===== src/rtl/shared_pkg.sv =====
// Shared definitions for the register-file slice: FSM state encoding and
// the identification word returned from index 0.
package shared_pkg;

   typedef enum logic [1:0] {
      RF_IDLE = 2'd0,
      RF_WAIT = 2'd1,
      RF_RESP = 2'd2
   } regfile_state_e;

   localparam logic [31:0] REG_ID = 32'hA9B0_0001;

endpackage : shared_pkg


===== src/rtl/apb_reg_file.sv =====
// Word-addressed register file behind a simple request/ready handshake with
// a fixed number of wait states. Index 0 is a read-only identification word.
module apb_reg_file
   import shared_pkg::*;
#(
   parameter int DATA_WIDTH  = 32,
   parameter int ADDR_WIDTH  = 32,
   parameter int NUM_REGS    = 16,
   parameter int WAIT_STATES = 1
) (
   input  logic                    PCLK,
   input  logic                    PRESETn,
   input  logic [ADDR_WIDTH-1:0]   RegADDR,
   input  logic [DATA_WIDTH-1:0]   RegWDATA,
   input  logic [DATA_WIDTH/8-1:0] RegSTRB,
   input  logic                    RegENABLE,
   input  logic                    RegWRITE,
   output logic [DATA_WIDTH-1:0]   RegRDATA,
   output logic                    RegREADY,
   output logic                    RegSLVERR
);

   localparam int IDX_W  = $clog2(NUM_REGS);
   localparam int STRB_W = DATA_WIDTH / 8;
   localparam logic [ADDR_WIDTH-1:0] ADDR_LIMIT = ADDR_WIDTH'(NUM_REGS * 4);

   regfile_state_e          state_q, state_d;
   logic [3:0]              cnt_q, cnt_d;
   logic [ADDR_WIDTH-1:0]   addr_q, addr_d;
   logic                    write_q, write_d;
   logic [DATA_WIDTH-1:0]   wdata_q, wdata_d;
   logic [STRB_W-1:0]       strb_q, strb_d;
   logic                    ready_q, ready_d;
   logic                    slverr_q, slverr_d;
   logic [DATA_WIDTH-1:0]   rdata_q, rdata_d;
   logic [DATA_WIDTH-1:0]   regs_q [1:NUM_REGS-1];
   logic [DATA_WIDTH-1:0]   regs_d [1:NUM_REGS-1];

   logic [IDX_W-1:0]        req_idx_s;
   logic                    req_err_s;
   logic                    enter_resp_s;
   logic                    commit_s;
   logic [DATA_WIDTH-1:0]   rd_val_s;

   function automatic logic [DATA_WIDTH-1:0] merge_lanes(
      input logic [DATA_WIDTH-1:0] old_val,
      input logic [DATA_WIDTH-1:0] new_val,
      input logic [STRB_W-1:0]     strb
   );
      logic [DATA_WIDTH-1:0] res;
      res = old_val;
      for (int b = 0; b < STRB_W; b++) begin
         if (strb[b]) begin
            res[b*8 +: 8] = new_val[b*8 +: 8];
         end else begin
            res[b*8 +: 8] = old_val[b*8 +: 8];
         end
      end
      return res;
   endfunction

   // Next-state, request capture and wait counter.
   always_comb begin
      state_d = state_q;
      cnt_d   = cnt_q;
      addr_d  = addr_q;
      write_d = write_q;
      wdata_d = wdata_q;
      strb_d  = strb_q;
      case (state_q)
         RF_IDLE: begin
            if (RegENABLE) begin
               addr_d  = RegADDR;
               write_d = RegWRITE;
               wdata_d = RegWDATA;
               strb_d  = RegSTRB;
               cnt_d   = 4'(WAIT_STATES);
               state_d = (WAIT_STATES > 0) ? RF_WAIT : RF_RESP;
            end else begin
               state_d = RF_IDLE;
            end
         end
         RF_WAIT: begin
            cnt_d = cnt_q - 4'd1;
            if (cnt_q == 4'd1) begin
               state_d = RF_RESP;
            end else begin
               state_d = RF_WAIT;
            end
         end
         RF_RESP: begin
            state_d = RF_IDLE;
         end
         default: begin
            state_d = RF_IDLE;
            cnt_d   = 4'd0;
         end
      endcase
   end

   // Decode uses the *_d view so a zero-wait request is judged on the accept edge.
   always_comb begin
      req_idx_s    = addr_d[IDX_W+1:2];
      req_err_s    = (addr_d[1:0] != 2'b00) || (addr_d >= ADDR_LIMIT) ||
                     (write_d && (req_idx_s == '0));
      enter_resp_s = (state_d == RF_RESP);
      commit_s     = enter_resp_s && write_d && !req_err_s;
   end

   // Read mux: index 0 falls through to the identification word.
   always_comb begin
      rd_val_s = DATA_WIDTH'(REG_ID);
      for (int i = 1; i < NUM_REGS; i++) begin
         if (req_idx_s == IDX_W'(i)) begin
            rd_val_s = regs_q[i];
         end else begin
            rd_val_s = rd_val_s;
         end
      end
   end

   // Response outputs, computed for the cycle after this edge.
   always_comb begin
      ready_d  = enter_resp_s;
      slverr_d = enter_resp_s && req_err_s;
      if (enter_resp_s && !req_err_s && !write_d) begin
         rdata_d = rd_val_s;
      end else begin
         rdata_d = '0;
      end
   end

   // Register array next value with per-lane write merge.
   always_comb begin
      for (int i = 1; i < NUM_REGS; i++) begin
         if (commit_s && (req_idx_s == IDX_W'(i))) begin
            regs_d[i] = merge_lanes(regs_q[i], wdata_d, strb_d);
         end else begin
            regs_d[i] = regs_q[i];
         end
      end
   end

   // FSM, request latches and registered response outputs.
   always_ff @(posedge PCLK or negedge PRESETn) begin
      if (!PRESETn) begin
         state_q  <= RF_IDLE;
         cnt_q    <= 4'd0;
         addr_q   <= '0;
         write_q  <= 1'b0;
         wdata_q  <= '0;
         strb_q   <= '0;
         ready_q  <= 1'b0;
         slverr_q <= 1'b0;
         rdata_q  <= '0;
      end else begin
         state_q  <= state_d;
         cnt_q    <= cnt_d;
         addr_q   <= addr_d;
         write_q  <= write_d;
         wdata_q  <= wdata_d;
         strb_q   <= strb_d;
         ready_q  <= ready_d;
         slverr_q <= slverr_d;
         rdata_q  <= rdata_d;
      end
   end

   // Register storage; a reset mid-transfer drops any uncommitted write.
   always_ff @(posedge PCLK or negedge PRESETn) begin
      if (!PRESETn) begin
         for (int i = 1; i < NUM_REGS; i++) begin
            regs_q[i] <= '0;
         end
      end else begin
         for (int i = 1; i < NUM_REGS; i++) begin
            regs_q[i] <= regs_d[i];
         end
      end
   end

   assign RegRDATA  = rdata_q;
   assign RegREADY  = ready_q;
   assign RegSLVERR = slverr_q;

endmodule : apb_reg_file


===== config.mk =====
export PLATFORM = sky130hd
export DESIGN_NAME = apb_reg_file
export DESIGN_NICKNAME = d
export VERILOG_FILES = /design/src/rtl/shared_pkg.sv /design/src/rtl/apb_reg_file.sv
export SDC_FILE = /design/constraint.sdc
export NUM_CORES = 1
export LEC_CHECK = 0
export CORE_MARGIN = 2
export CORE_UTILIZATION = 27
export CTS_BUF_LIST = sky130_fd_sc_hd__clkbuf_2
export DETAILED_ROUTE_END_ITERATION = 6
export DONT_BUFFER_PORTS = 1
export PLACE_DENSITY_LB_ADDON = 0.1
export SETUP_SLACK_MARGIN = 0.05
export SKIP_CTS_REPAIR_TIMING = 1
export SLEW_MARGIN = 15
export SYNTH_ARGS = -nofsm -noshare
export SYNTH_HDL_FRONTEND = slang
export SYNTH_SLANG_ARGS = --single-unit
export TNS_END_PERCENT = 100

===== constraint.sdc =====
create_clock -name PCLK -period 3.29 [get_ports PCLK]
set_input_delay 0.658 -clock PCLK [delete_from_list [all_inputs] [get_ports PCLK]]
set_output_delay 0.658 -clock PCLK [all_outputs]
set_load 0.01 [all_outputs]

---- Word-level counts from Yosys, hierarchy flattened ----
Cells that the tools add are included.
word-level totals
  flip-flop bits (word level) ............. 589
  bits in latches ......................... 0
  memories ................................ 0
  memory bits (read-only) ................. 0
  bits in writable memories ............... 0
operators by class
  multiplexer cells ....................... 29
  shift operators ......................... 0
  $lt $le $gt $ge ......................... 1
  div/mod/pow operators ................... 0
  reductions and logical operators ........ 89
  $mul .................................... 0
  equal/unequal tests ..................... 20
  bitwise gates (word level) .............. 1
  add/subtract/negate cells ............... 1
operators with widths
  kind                 number
  $mux 32              20
  $reduce_and 2->1     61
  $eq 4x4->1 const B   8
  $ge 32x7->1 const B  1
  $logic_and 1x1->1    21
  $eq 4x3->1 const B   4
  $mux 4               3
  $pmux 4 s3           1
  $eq 4x1->1 const B   2
  $eq 4x2->1 const B   2
  $eq 2x2->1 const B   2
  $logic_not 4->1      1
  $pmux 2 s2           1
  $sub 4x1->4 const B  1
  $mux 1               3
  $eq 2x1->1 const B   1
  $logic_not 1->1      2
  $logic_not 2->1      1
  $logic_or 1x1->1     2
  $mux 2               1
  $ne 2x2->1 const B   1
  $reduce_bool 2->1    1
  $not 1->1            1

---- Depth between registers and ports, before layout ----
Gate-level depths: netlist of run 1.
  depth in word-level cells ............... 19
  gate-level depth with buffers ........... 12
  depth with buffers taken out ............ 8

---- Worst setup path after synthesis of run 1 ----
OpenSTA, ideal clock, no wires.
  kind .................................... input to register
  start point ............................. input port RegENABLE
  end point ............................... register regs_q[280] (netlist name)
  library setup time ...................... 0.128 ns
  slack ................................... 0.020 ns
  buffers on the path ..................... 1
  arrival time ............................ 3.143 ns
  stages on the path ...................... 9
  path through ............................ nor3b_2 -> mux2i_4 -> inv_2 -> a311oi_1 -> o22ai_2 -> nor4b_4 -> buf_4 -> nand2_1 -> mux2_1
on the way
  elaborated cells on any way between the ends .. 23
RTL lines
  item                                 RTL line             RTL
  from (decl)                          apb_reg_file.sv:16   input logic RegENABLE,
  $mux 1 *                             apb_reg_file.sv:72   if (RegENABLE) begin
  $mux 1 *                             apb_reg_file.sv:70   case (state_q)
  named net write_d                    apb_reg_file.sv:30   logic write_q, write_d;
  $logic_and 1x1->1                    apb_reg_file.sv:105  (write_d && (req_idx_s == '0));
  $logic_or 1x1->1                     apb_reg_file.sv:104  req_err_s = (addr_d[1:0] != 2'b00) || (addr_d >= ADDR_LIMIT) ||
  $logic_not 1->1                      apb_reg_file.sv:107  commit_s = enter_resp_s && write_d && !req_err_s;
  $logic_and 1x1->1 *                  apb_reg_file.sv:107
  $logic_and 1x1->1 *                  apb_reg_file.sv:136  if (commit_s && (req_idx_s == IDX_W'(i))) begin
  $reduce_and 2->1 (no source line) *  n/a
  to (signal, indexed assignment)      apb_reg_file.sv:177  regs_q[i] <= regs_d[i];
  to (decl)                            apb_reg_file.sv:36   logic [DATA_WIDTH-1:0] regs_q [1:NUM_REGS-1];
Mark *: on every way through the listed nets, which the timed path passes. The rest lies on a longest branch.
A chain may end at the register's enable or synchronous reset.

---- Final worst setup path of run 1 ----
  start point ............................. register state_q[0]
  end point ............................... register rdata_q[16], in the netlist RegRDATA[16]
on the way
  cells in the longest elaborated chain, start to end .. 19
  elaborated cells on any way between the ends .. 47
RTL lines
  item                    RTL line             RTL
  from (decl)             apb_reg_file.sv:27   regfile_state_e state_q, state_d;
  from (signal assigned)  apb_reg_file.sv:157  state_q <= state_d;
  $logic_not 2->1         apb_reg_file.sv:70
  $mux 32                 apb_reg_file.sv:70
  $eq 4x1->1              apb_reg_file.sv:114  if (req_idx_s == IDX_W'(i)) begin
  $mux 32 (15 in a row)   apb_reg_file.sv:114
  $mux 32 *               apb_reg_file.sv:126  if (enter_resp_s && !req_err_s && !write_d) begin
  named net rdata_d[16]   apb_reg_file.sv:35   logic [DATA_WIDTH-1:0] rdata_q, rdata_d;
  to (signal assigned)    apb_reg_file.sv:165  rdata_q <= rdata_d;
  to (decl)               apb_reg_file.sv:35
Marked as above.

==> impl_metrics.tcl, run 1 <==
set metrics [dict create \
    ys_warn_count 0 \
    async_flop_share_pct 100.0 \
    numClockSinks 589 \
    tritoncts "done" \
    syn_area_um2 25570 \
    timing.fmax_mhz 313.9 \
    synth.area.top_cells "dfrtp_1 (58%), mux2_1 (14%), mux2_2 (7.6%)" \
    fillCellCount 9525 \
    synth_top_family_by_area "multiplexers" \
    syn_nets 2104 \
    p_total_uw 20050 \
    required_ns 4.48 \
    synth-xor-area-share_pct 0.06851 \
    cts_root_buf "clkbuf_2" \
    routed_wl_um 93720 \
    die_h_um 311.7 \
    dr.first_iter.drc_count 1419 \
    drtAntennaViolNets 0 \
    track_usage_pct 19.00 \
    top_layer "met4" \
    synthMostInstantiatedCell "dfrtp_1" \
    ys_seq_area_share_pct 57.65 \
    grt_pass1_wl_um 135200 \
    maxSlewViolCount 537 \
    clk_transition_reported_paths_ns 0.12 \
    dr_total_vias 18740 \
    fin_crit_sh_pct 96.82 \
    wl_met2_um 42760 \
    tightest_slew_ns 4.069 \
    first_pass_iters 6 \
    hold_path_class "in2async" \
    period_needed_ns 3.185 \
    num_rows 112 \
    dp_hpwl_um 61160 \
    fin_nets 2448 \
    dieArea_um2 97180 \
    grt_pass1_vias 19100 \
    h-tree-depth 4 \
    ctsLongestPathBuffers 3 \
    ir_drop_v 0.0003175 \
    finalSetupViolCount 0 \
    max-slew-margin-rel_pct -171.3 \
    wl_met3_um 5228 \
    drv_cap 0 \
    synth_compound_area_share_pct 8.603 \
    clock_latency_ns 1.40 \
    synth_cells 2030 \
    synth-edff-count 0 \
    post-route-cell-area_um2 31130 \
    viasPerCell 4.983 \
    crit_path_end_kind "flop" \
    cts_buffers 173 \
    pin_count 106 \
    synth_largest_area_cell "dfrtp_1" \
    synth-seq-cells 589 \
    holdWs_ns -0.9509 \
    tns_ns 0 \
    synth_common_cells "dfrtp_1 (589), mux2_1 (320), nand2_1 (273)" \
    status "finished with violations" \
    synth_top_area_share_pct 57.65 \
    post-route-drc-count 0 \
    grt_overflow 0 \
    portBuffers 0 \
    yosys.area_share.simple_pct 9.210 \
    placed_cell_area_um2 28390 \
    wl_per_cell_um 24.93 \
    fin_ws_ns 0.1046 \
    crit_path_max_fanout 12 \
    violations "negative hold slack, max-slew violations" \
    finalClockSkew_ns 0.1242 \
    die_x_um 311.7 \
    layout-drive-gt1-share_pct 27.33 \
    place_congestion 0.8218 \
    synth_mux_area_share_pct 22.34 \
    crit_path_start_kind "flop" \
    synth_top_flop_cell "dfrtp_1" \
    hold_viol 589 \
    antenna_found_initial 5 \
    worstSetupPathType "reg2reg" \
    avgSynthCellArea_um2 12.60 \
    p_leak_uw 0.01573 \
    coreArea_um2 93610 \
    grt_setup_unrepaired "true" \
    wirelength_met1_um 43610 \
    yosysUniqueCellTypes 61 \
    yosys.area_share.adder_pct 0.09787 \
    post-place-ws_ns -0.4002 \
    start_util_pct 27.31 \
    area_delta_synth_final_pct 21.76 \
    arrival_ns 4.37 \
    grt_max_degree 590 \
    power_density_nw_per_um2 644.1 \
]
area by class of cell:
cell class	instances	area [µm²]	share of cell area, %
multi-input combinational	1309	10420	33.48
tap	1254	1569	5.040
clock inverter	46	252.7	0.8119
sequential	589	14740	47.35
inverter	10	37.54	0.1206
timing repair buffer	291	2821	9.063
clock buffer	254	1271	4.083
antenna	7	17.52	0.05627
report_power, final:
group / switching [µW] / internal (µW) / total (µW)
clock: 3320 / 2210 / 5530
sequential: 321 / 7690 / 8010
combinational: 4410 / 2110 / 6510
cell usage in the layout (no fill, tap or decap), types with 7 or more instances in the layout:
cell           count
a22o_1            11
nor4_1            18
mux2i_1           13
o22ai_1           41
clkinv_1          35
o21ai_0           31
dfrtp_1          589
clkbuf_2         254
nor3_1            13
nand2_1          273
a222oi_1          32
inv_1              8
o221ai_1          15
a21oi_1           34
mux2_1           320
buf_12            28
diode_2            7
nor2_1            72
nand3_1           29
dlygate4sd3_1    113
a211oi_1          17
mux2_2           172
a22oi_1           44
a221oi_1          31
buf_4            149
nand2_2           38
stage by stage:
step                std cells  util, %
finish                   3760    33.26
global route             3758    33.25
CTS                      3638    31.95
detailed placement       3338    30.33
global placement         3338    30.33
floorplan                2030        -
state kept, by name, summed over array words and instances (netlist names):
name	count
RegRDATA	32
addr_q	32
RegREADY	1
cnt_q	4
wdata_q	32
write_q	1
strb_q	4
regs_q	480
RegSLVERR	1
state_q	2
logic make-up (layout without fill, tap and decap cells):
| kind of cell | count (synthesis) | count (layout) |
|---|---|---|
| AO/OA/AOI/OAI | 296 | 296 |
| XOR/XNOR | 2 | 2 |
| adder cells (fa/ha/maj) | 2 | 2 |
| buffers and inverters | 132 | 601 |
| flip-flops | 589 | 589 |
| multiplexers | 508 | 508 |
| other | 0 | 7 |
| AND/OR/NAND/NOR | 501 | 501 |
metal layers:
layer	vias up	global-route usage, %
met5	-	0
met4	0	6.272
met3	142	4.792
met2	565	29.35
met1	9774	25.94
li1	8256	-
critical path: stages, from the launching register on:
cell and delay, ns:
dfrtp_1 0.44, or3b_4 0.50, mux2_2 0.34, and2_2 0.25
buf_12 0.17, a222oi_1 0.53, o311ai_1 0.22, a2111oi_2 0.48
nor3_1 0.11
path summary, 6_finish.rpt:
check	start	cells after the start	to	slack [ns]
worst min-delay path	PRESETn	0	RegRDATA[18]	-0.95
worst min register to register	addr_q[23]	2	addr_q[23]	0.48
min in group PCLK	RegADDR[4]	7	RegRDATA[24]	0.11
max in group asynchronous	PRESETn	0	addr_q[5]	1.09
worst max register to register	state_q[0]	8	RegRDATA[16]	0.10
worst max-delay path	state_q[0]	8	RegRDATA[16]	0.10
(Power assumes the default switching activity.)
==> inputs of run 2 (changes only) <==
--- a/config.mk
+++ b/config.mk
@@ -5,6 +5,7 @@
 export SDC_FILE = /design/constraint.sdc
 export NUM_CORES = 1
 export LEC_CHECK = 0
+export ABC_AREA = 1
 export CORE_MARGIN = 2
 export CORE_UTILIZATION = 27
 export CTS_BUF_LIST = sky130_fd_sc_hd__clkbuf_2
==> run 2 against run 1 <==
Against the previous run:
- the flow still finishes with violations (negative hold slack, max-slew violations)
- non-clock buffer count increased by 13
- clock skew increased by 0.0063 ns
- sequential share of layout area decreased by 2.3 points
- flip-flop and latch count unchanged
- first-iteration DRC count increased by 30%
- setup slack got worse by 0.10 ns
- critical path type unchanged
- largest power group is now combinational logic
==> impl_metrics.tcl, run 2 <==
set metrics [dict create \
    status "finished with violations" \
    violations "negative hold slack, max-slew violations" \
    first_pass_iters 6 \
    grt_pass1_wl_um 130200 \
    switching_share_pct 41.80 \
    post-route-cell-area_um2 32710 \
    routed_wl_um 94610 \
    hold_viol 589 \
    syn_nets 3065 \
    synth-seq-cells 589 \
    dr_total_vias 22110 \
    utilization_pct 34.33 \
    top_register "regs_q" \
    clock_latency_ns 1.45 \
    pwr-share-comb_pct 37.1 \
    synth_top_area_share_pct 56.68 \
    power.switching_uw 8869 \
    ir_drop_v 0.0004134 \
    power_density_nw_per_um2 648.5 \
    drv_cap 0 \
    largest_reg_flops 480 \
    crit_path_start_kind "flop" \
    crit_path_max_fanout 16 \
    holdWs_ns -1.050 \
    finalSetupViolCount 0 \
    p_leak_uw 0.01521 \
    layout-drive-gt1-share_pct 22.35 \
    synth_largest_area_cell "dfrtp_1" \
    mostFrequentLayoutCells "nand2_1 (811), dfrtp_1 (589), o21ai_1 (318)" \
    crit_path_end_kind "flop" \
    pin_count 106 \
    place_congestion 0.7966 \
    period_needed_ns 3.287 \
    maxSlewViolCount 352 \
    portBuffers 0 \
    die_x_um 314.4 \
    cts_buffers 162 \
    fin_nets 3391 \
    avgSynthCellArea_um2 8.695 \
    viasPerCell 4.700 \
    fin_crit_sh_pct 99.90 \
    ys_seq_area_share_pct 56.68 \
    finalClockSkew_ns 0.1305 \
    post-route-drc-count 0 \
    grt_max_degree 590 \
    arrival_ns 4.50 \
    wl_per_cell_um 20.11 \
    synth-edff-count 0 \
    dp_hpwl_um 55280 \
    dr.first_iter.drc_count 1844 \
    syn_area_um2 26010 \
    yosysUniqueCellTypes 30 \
    cts_root_buf "clkbuf_2" \
    placed_cell_area_um2 27590 \
    worstSetupPathType "reg2reg" \
    drtAntennaViolNets 0 \
    synthMostInstantiatedCell "nand2_1" \
    numClockSinks 589 \
    power_frac_seq_pct 36.9 \
    grt_setup_unrepaired "true" \
    fin_ws_ns 0.003452 \
    gr-max-usage-layer "met2" \
    grt_overflow 0 \
    max-slew-margin-rel_pct -103.8 \
    tritoncts "done" \
    grt_util_met1_pct 24.41 \
    async_flop_share_pct 100.0 \
    synth_cells 2991 \
    synth_top_flop_cell "dfrtp_1" \
    clk_transition_reported_paths_ns 0.11 \
    ctsLongestPathBuffers 3 \
    pwr-share-clk_pct 26.0 \
    gr-usage-met2_pct 26.78 \
    timing.fmax_mhz 304.3 \
    grt_pass1_vias 20680 \
    track_usage_pct 17.55 \
    grt_use_met3_pct 3.946 \
    die_h_um 314.4 \
    num_rows 113 \
    h-tree-depth 4 \
    start_util_pct 27.29 \
    ys_warn_count 0 \
    synth.area.top_cells "dfrtp_1 (57%), nand2_1 (14%), o21ai_1 (6.3%)" \
    tightest_slew_ns 3.057 \
    hold_path_class "in2async" \
    dieArea_um2 98820 \
    post-place-ws_ns -0.4352 \
    antenna_found_initial 9 \
    coreArea_um2 95290 \
    synth_common_cells "nand2_1 (941), dfrtp_1 (589), o21ai_1 (326)" \
    p_int_uw 12350 \
    area_delta_synth_final_pct 25.78 \
    required_ns 4.50 \
    layout_commonest_cell "nand2_1" \
]
-- run 2: changes by cell type after synthesis, moves of 72 or more --
cell,delta
o21ai_0,+154
nor2_1,+117
or2_2,+86
mux2_1,-320
o21ai_1,+326
nand3_1,+72
mux2_2,-168
inv_1,+153
nand2_1,+668
-- run 2: cells by family (layout without fill, tap and decap cells) --
kind of cell | Yosys count | in the layout | share of synthesized area (%)
compound gates | 566 | 566 | 10.96
xor+xnor | 1 | 1 | 0.03368
fa+ha+maj | 2 | 2 | 0.09621
buf+inv | 327 | 743 | 5.971
flops | 589 | 589 | 56.68
mux | 4 | 4 | 0.1732
other cells | 0 | 8 | 0
simple gates | 1502 | 1526 | 26.09
-- run 2: final timing paths --
check / startpoint / end / slack, ns / cells past startpoint
worst min-delay path: PRESETn / regs_q[5] / -1.05 / 0
max in group asynchronous: PRESETn / regs_q[125] / 1.90 / 0
worst max-delay path: state_q[1] / regs_q[230] / 0.003 / 18
worst min register to register: regs_q[63] / regs_q[63] / 0.49 / 2
worst max register to register: state_q[1] / regs_q[230] / 0.003 / 18
min in group PCLK: RegENABLE / wdata_q[18] / 0.04 / 3
-- run 2: per-stage QoR --
stage	setup TNS, ns	cells	power, µW
6_report	0	4704	21210
5_1_grt	-16.39	4703	22520
4_1_cts	-76.46	4470	19930
3_5_place_dp	-90.60	4192	14270
3_3_place_gp	-55.97	4192	14270
2_1_floorplan	0	2991	11450
-- run 2: routing by layer --
metal	part of all wire, %	wire (µm)
met1	48	45320
met2	44	42010
met3	5.6	5282
met4	2.1	1968
met5	0.029	27
-- run 2: area by class of cell --
type	count	area (µm²)
diodes	8	20.02
fillers	9960	62580
multi-input cells	2099	10940
repair buffers	304	3342
clock inverters	34	259.0
flip-flops and latches	589	14740
clock buffers	244	1221
well taps	1265	1583
inverters	161	604.3
-- run 2: power groups by stage --
| stage | combinational (µW) | clock [µW] | sequential, µW |
|---|---|---|---|
| after CTS | 6330 | 5790 | 7820 |
| after floorplan | 3520 | 0 | 7930 |
| after detailed placement | 6300 | 0 | 7970 |
| final | 7870 | 5510 | 7830 |
| after global routing | 8460 | 6180 | 7870 |
| after global placement | 6320 | 0 | 7950 |
-- run 2: critical path, stage by stage, from the launching register on --
cell      delay [ns]
dfrtp_1         0.42
nor2_4          0.17
buf_12          0.15
nand2_8         0.09
nand2_1         0.09
nand2_2         0.08
nor2_4          0.08
nand3_2         0.08
nor4_4          0.32
buf_4           0.18
nand3b_1        0.11
nor2_4          0.18
nand3_4         0.18
buf_12          0.25
nor2_8          0.17
buf_12          0.17
nand2_4         0.13
nand2_1         0.13
o21ai_1         0.06
==> inputs of run 3 (changes only) <==
--- a/config.mk
+++ b/config.mk
@@ -7,10 +7,11 @@
 export LEC_CHECK = 0
 export ABC_AREA = 1
 export CORE_MARGIN = 2
-export CORE_UTILIZATION = 27
+export CORE_UTILIZATION = 45
 export CTS_BUF_LIST = sky130_fd_sc_hd__clkbuf_2
 export DETAILED_ROUTE_END_ITERATION = 6
 export DONT_BUFFER_PORTS = 1
+export MAX_ROUTING_LAYER = met4
 export PLACE_DENSITY_LB_ADDON = 0.1
 export SETUP_SLACK_MARGIN = 0.05
 export SKIP_CTS_REPAIR_TIMING = 1
==> run 3 against run 2 <==
Against the previous run:
- the flow finishes with violations (negative hold slack, max-slew violations, negative setup slack)
- non-clock buffer count is 46 lower
- setup slack worse by 0.016 ns
- clock power is 11% lower
- final cell count is 13% lower
- wire length is 13% lower
- count of clock-buffer cells in the layout is 18 lower
- die area is 40% lower
- global-route usage is 10 points higher
- first-iteration DRC count is 8.7% higher
- fmax is 0.50% lower
- utilization is 19 points higher
- critical path depth stayed put
==> impl_metrics.tcl, run 3 (synthesis results as in run 2) <==
set metrics [dict create \
    antenna_found_initial 2 \
    multi_input_area_um2 10230 \
    h-tree-depth 4 \
    max-slew-margin-rel_pct -71.90 \
    layout-drive-gt1-share_pct 19.63 \
    layout_commonest_cell "nand2_1" \
    switching_share_pct 41.33 \
    fin_crit_sh_pct 100.4 \
    crit_path_end_kind "flop" \
    clock_latency_ns 1.33 \
    tns_ns -0.04189 \
    fillCellCount 5385 \
    top_register "regs_q" \
    status "finished with violations" \
    finalSetupViolCount 6 \
    place_congestion 0.8690 \
    p_leak_uw 0.01493 \
    wirelength_met1_um 37130 \
    numClockSinks 589 \
    fin_ws_ns -0.01292 \
    wl_per_cell_um 20.10 \
    post-route-cell-area_um2 30790 \
    coreArea_um2 57370 \
    crit_path_max_fanout 19 \
    first_pass_iters 6 \
    crit_path_start_kind "flop" \
    wl_met3_um 5044 \
    routed_wl_um 82590 \
    start_util_pct 45.33 \
    grt_overflow 0 \
    startpoint "state_q[1]" \
    worstSetupPathType "reg2reg" \
    dr_total_vias 21740 \
    required_ns 4.39 \
    cts_root_buf "clkbuf_2" \
    dp_cells 3724 \
    post-route-drc-count 0 \
    power_frac_seq_pct 39.2 \
    ir_drop_v 0.0005826 \
    timing.fmax_mhz 302.8 \
    die_x_um 244.4 \
    post-place-ws_ns -0.06763 \
    ff_latch_area_um2 14740 \
    hold_viol 589 \
    tightest_slew_ns 2.579 \
    cts_buffers 155 \
    wl_met2_um 38590 \
    pwr-share-comb_pct 36.4 \
    grt_max_degree 590 \
    clk_transition_reported_paths_ns 0.11 \
    grt_pass1_vias 20460 \
    final_cells 4109 \
    grt_pass1_wl_um 121100 \
    period_needed_ns 3.303 \
    pwr-share-clk_pct 24.4 \
    dieArea_um2 59730 \
    area_delta_synth_final_pct 18.39 \
    fin_nets 3318 \
    hold_path_class "in2async" \
    tritoncts "done" \
    top_layer "met4" \
    power.switching_uw 8255 \
    ctsLongestPathBuffers 3 \
    holdWs_ns -0.9821 \
    arrival_ns 4.40 \
    placed_cell_area_um2 27500 \
    finalClockSkew_ns 0.08611 \
    drv_cap 0 \
    portBuffers 0 \
    num_rows 88 \
    r2r_cells 18 \
    maxSlewViolCount 350 \
    mostFrequentLayoutCells "nand2_1 (874), dfrtp_1 (589), o21ai_1 (326)" \
    drtAntennaViolNets 0 \
    track_usage_pct 27.53 \
    dr.first_iter.drc_count 2004 \
    dp_hpwl_um 50680 \
    r2r_start "state_q[1]" \
    viasPerCell 5.292 \
    p_int_uw 11720 \
    power_density_nw_per_um2 648.8 \
    pin_count 106 \
    largest_reg_flops 480 \
    grt_setup_unrepaired "true" \
    violations "negative hold slack, max-slew violations, negative setup slack" \
    die_h_um 244.4 \
]
-- run 3: cell types whose count changed in the layout (fill, tap and decap cells not counted), sizes merged, moves of 2 or more --
cell and delta:
clkbuf -10, clkinv -3, nand2 -19, diode -5, dlygate4sd3 -52, buf -2
bufinv -3
-- run 3: cell type report --
type	count	share of cell area [%]
repair buffers	258	9.652
clock inverters	28	0.4511
well taps	765	3.109
diodes	3	0.02438
clock buffers	226	3.674
inverters	161	1.975
multi-input cells	2079	33.24
flip-flops and latches	589	47.87
-- run 3: power groups by stage --
stage | clock (µW) | sequential (µW) | combinational (µW)
after floorplan | 0 | 7930 | 3520
after global placement | 0 | 7960 | 6380
after detailed placement | 0 | 7970 | 6410
after CTS | 5040 | 7820 | 6440
after global routing | 5430 | 7870 | 7770
final | 4880 | 7830 | 7270
-- run 3: worst max-delay path, cell delays in order, from the launching register on --
cell     delay (ns)
dfrtp_1        0.43
nor2_4         0.26
nand2_4        0.13
buf_12         0.17
nand2_1        0.07
nand2_1        0.08
nor2_1         0.13
nand2_1        0.08
nor4_1         0.16
nand4_1        0.25
nor2_4         0.23
nand3_4        0.14
buf_12         0.20
buf_12         0.16
nor2_8         0.14
buf_12         0.13
nand2_8        0.11
nand2_2        0.11
o21ai_1        0.06
-- run 3: per-layer routing --
metal	up-vias	track usage, %
li1	10260	-
met1	10620	37.05
met2	717	42.28
met3	144	5.312
met4	0	8.590
met5	-	-
-- run 3: through the flow --
stage | power [µW] | utilization (%) | hold WS (ns)
finish | 19980 | 53.67 | -0.9821
global route | 21070 | 53.67 | -1.086
CTS | 19300 | 50.15 | -1.120
detailed placement | 14380 | 47.94 | 0.3788
global placement | 14340 | 47.94 | 0.3782
floorplan | 11450 | - | 0.3624
-- run 3: final timing paths --
check,to,slack (ns)
worst max-delay path,regs_q[235],-0.01
worst max register to register,regs_q[235],-0.01
max in group asynchronous,wdata_q[25],2.20
worst min-delay path,addr_q[14],-0.98
worst min register to register,addr_q[30],0.48
min in group PCLK,RegSLVERR,0.03
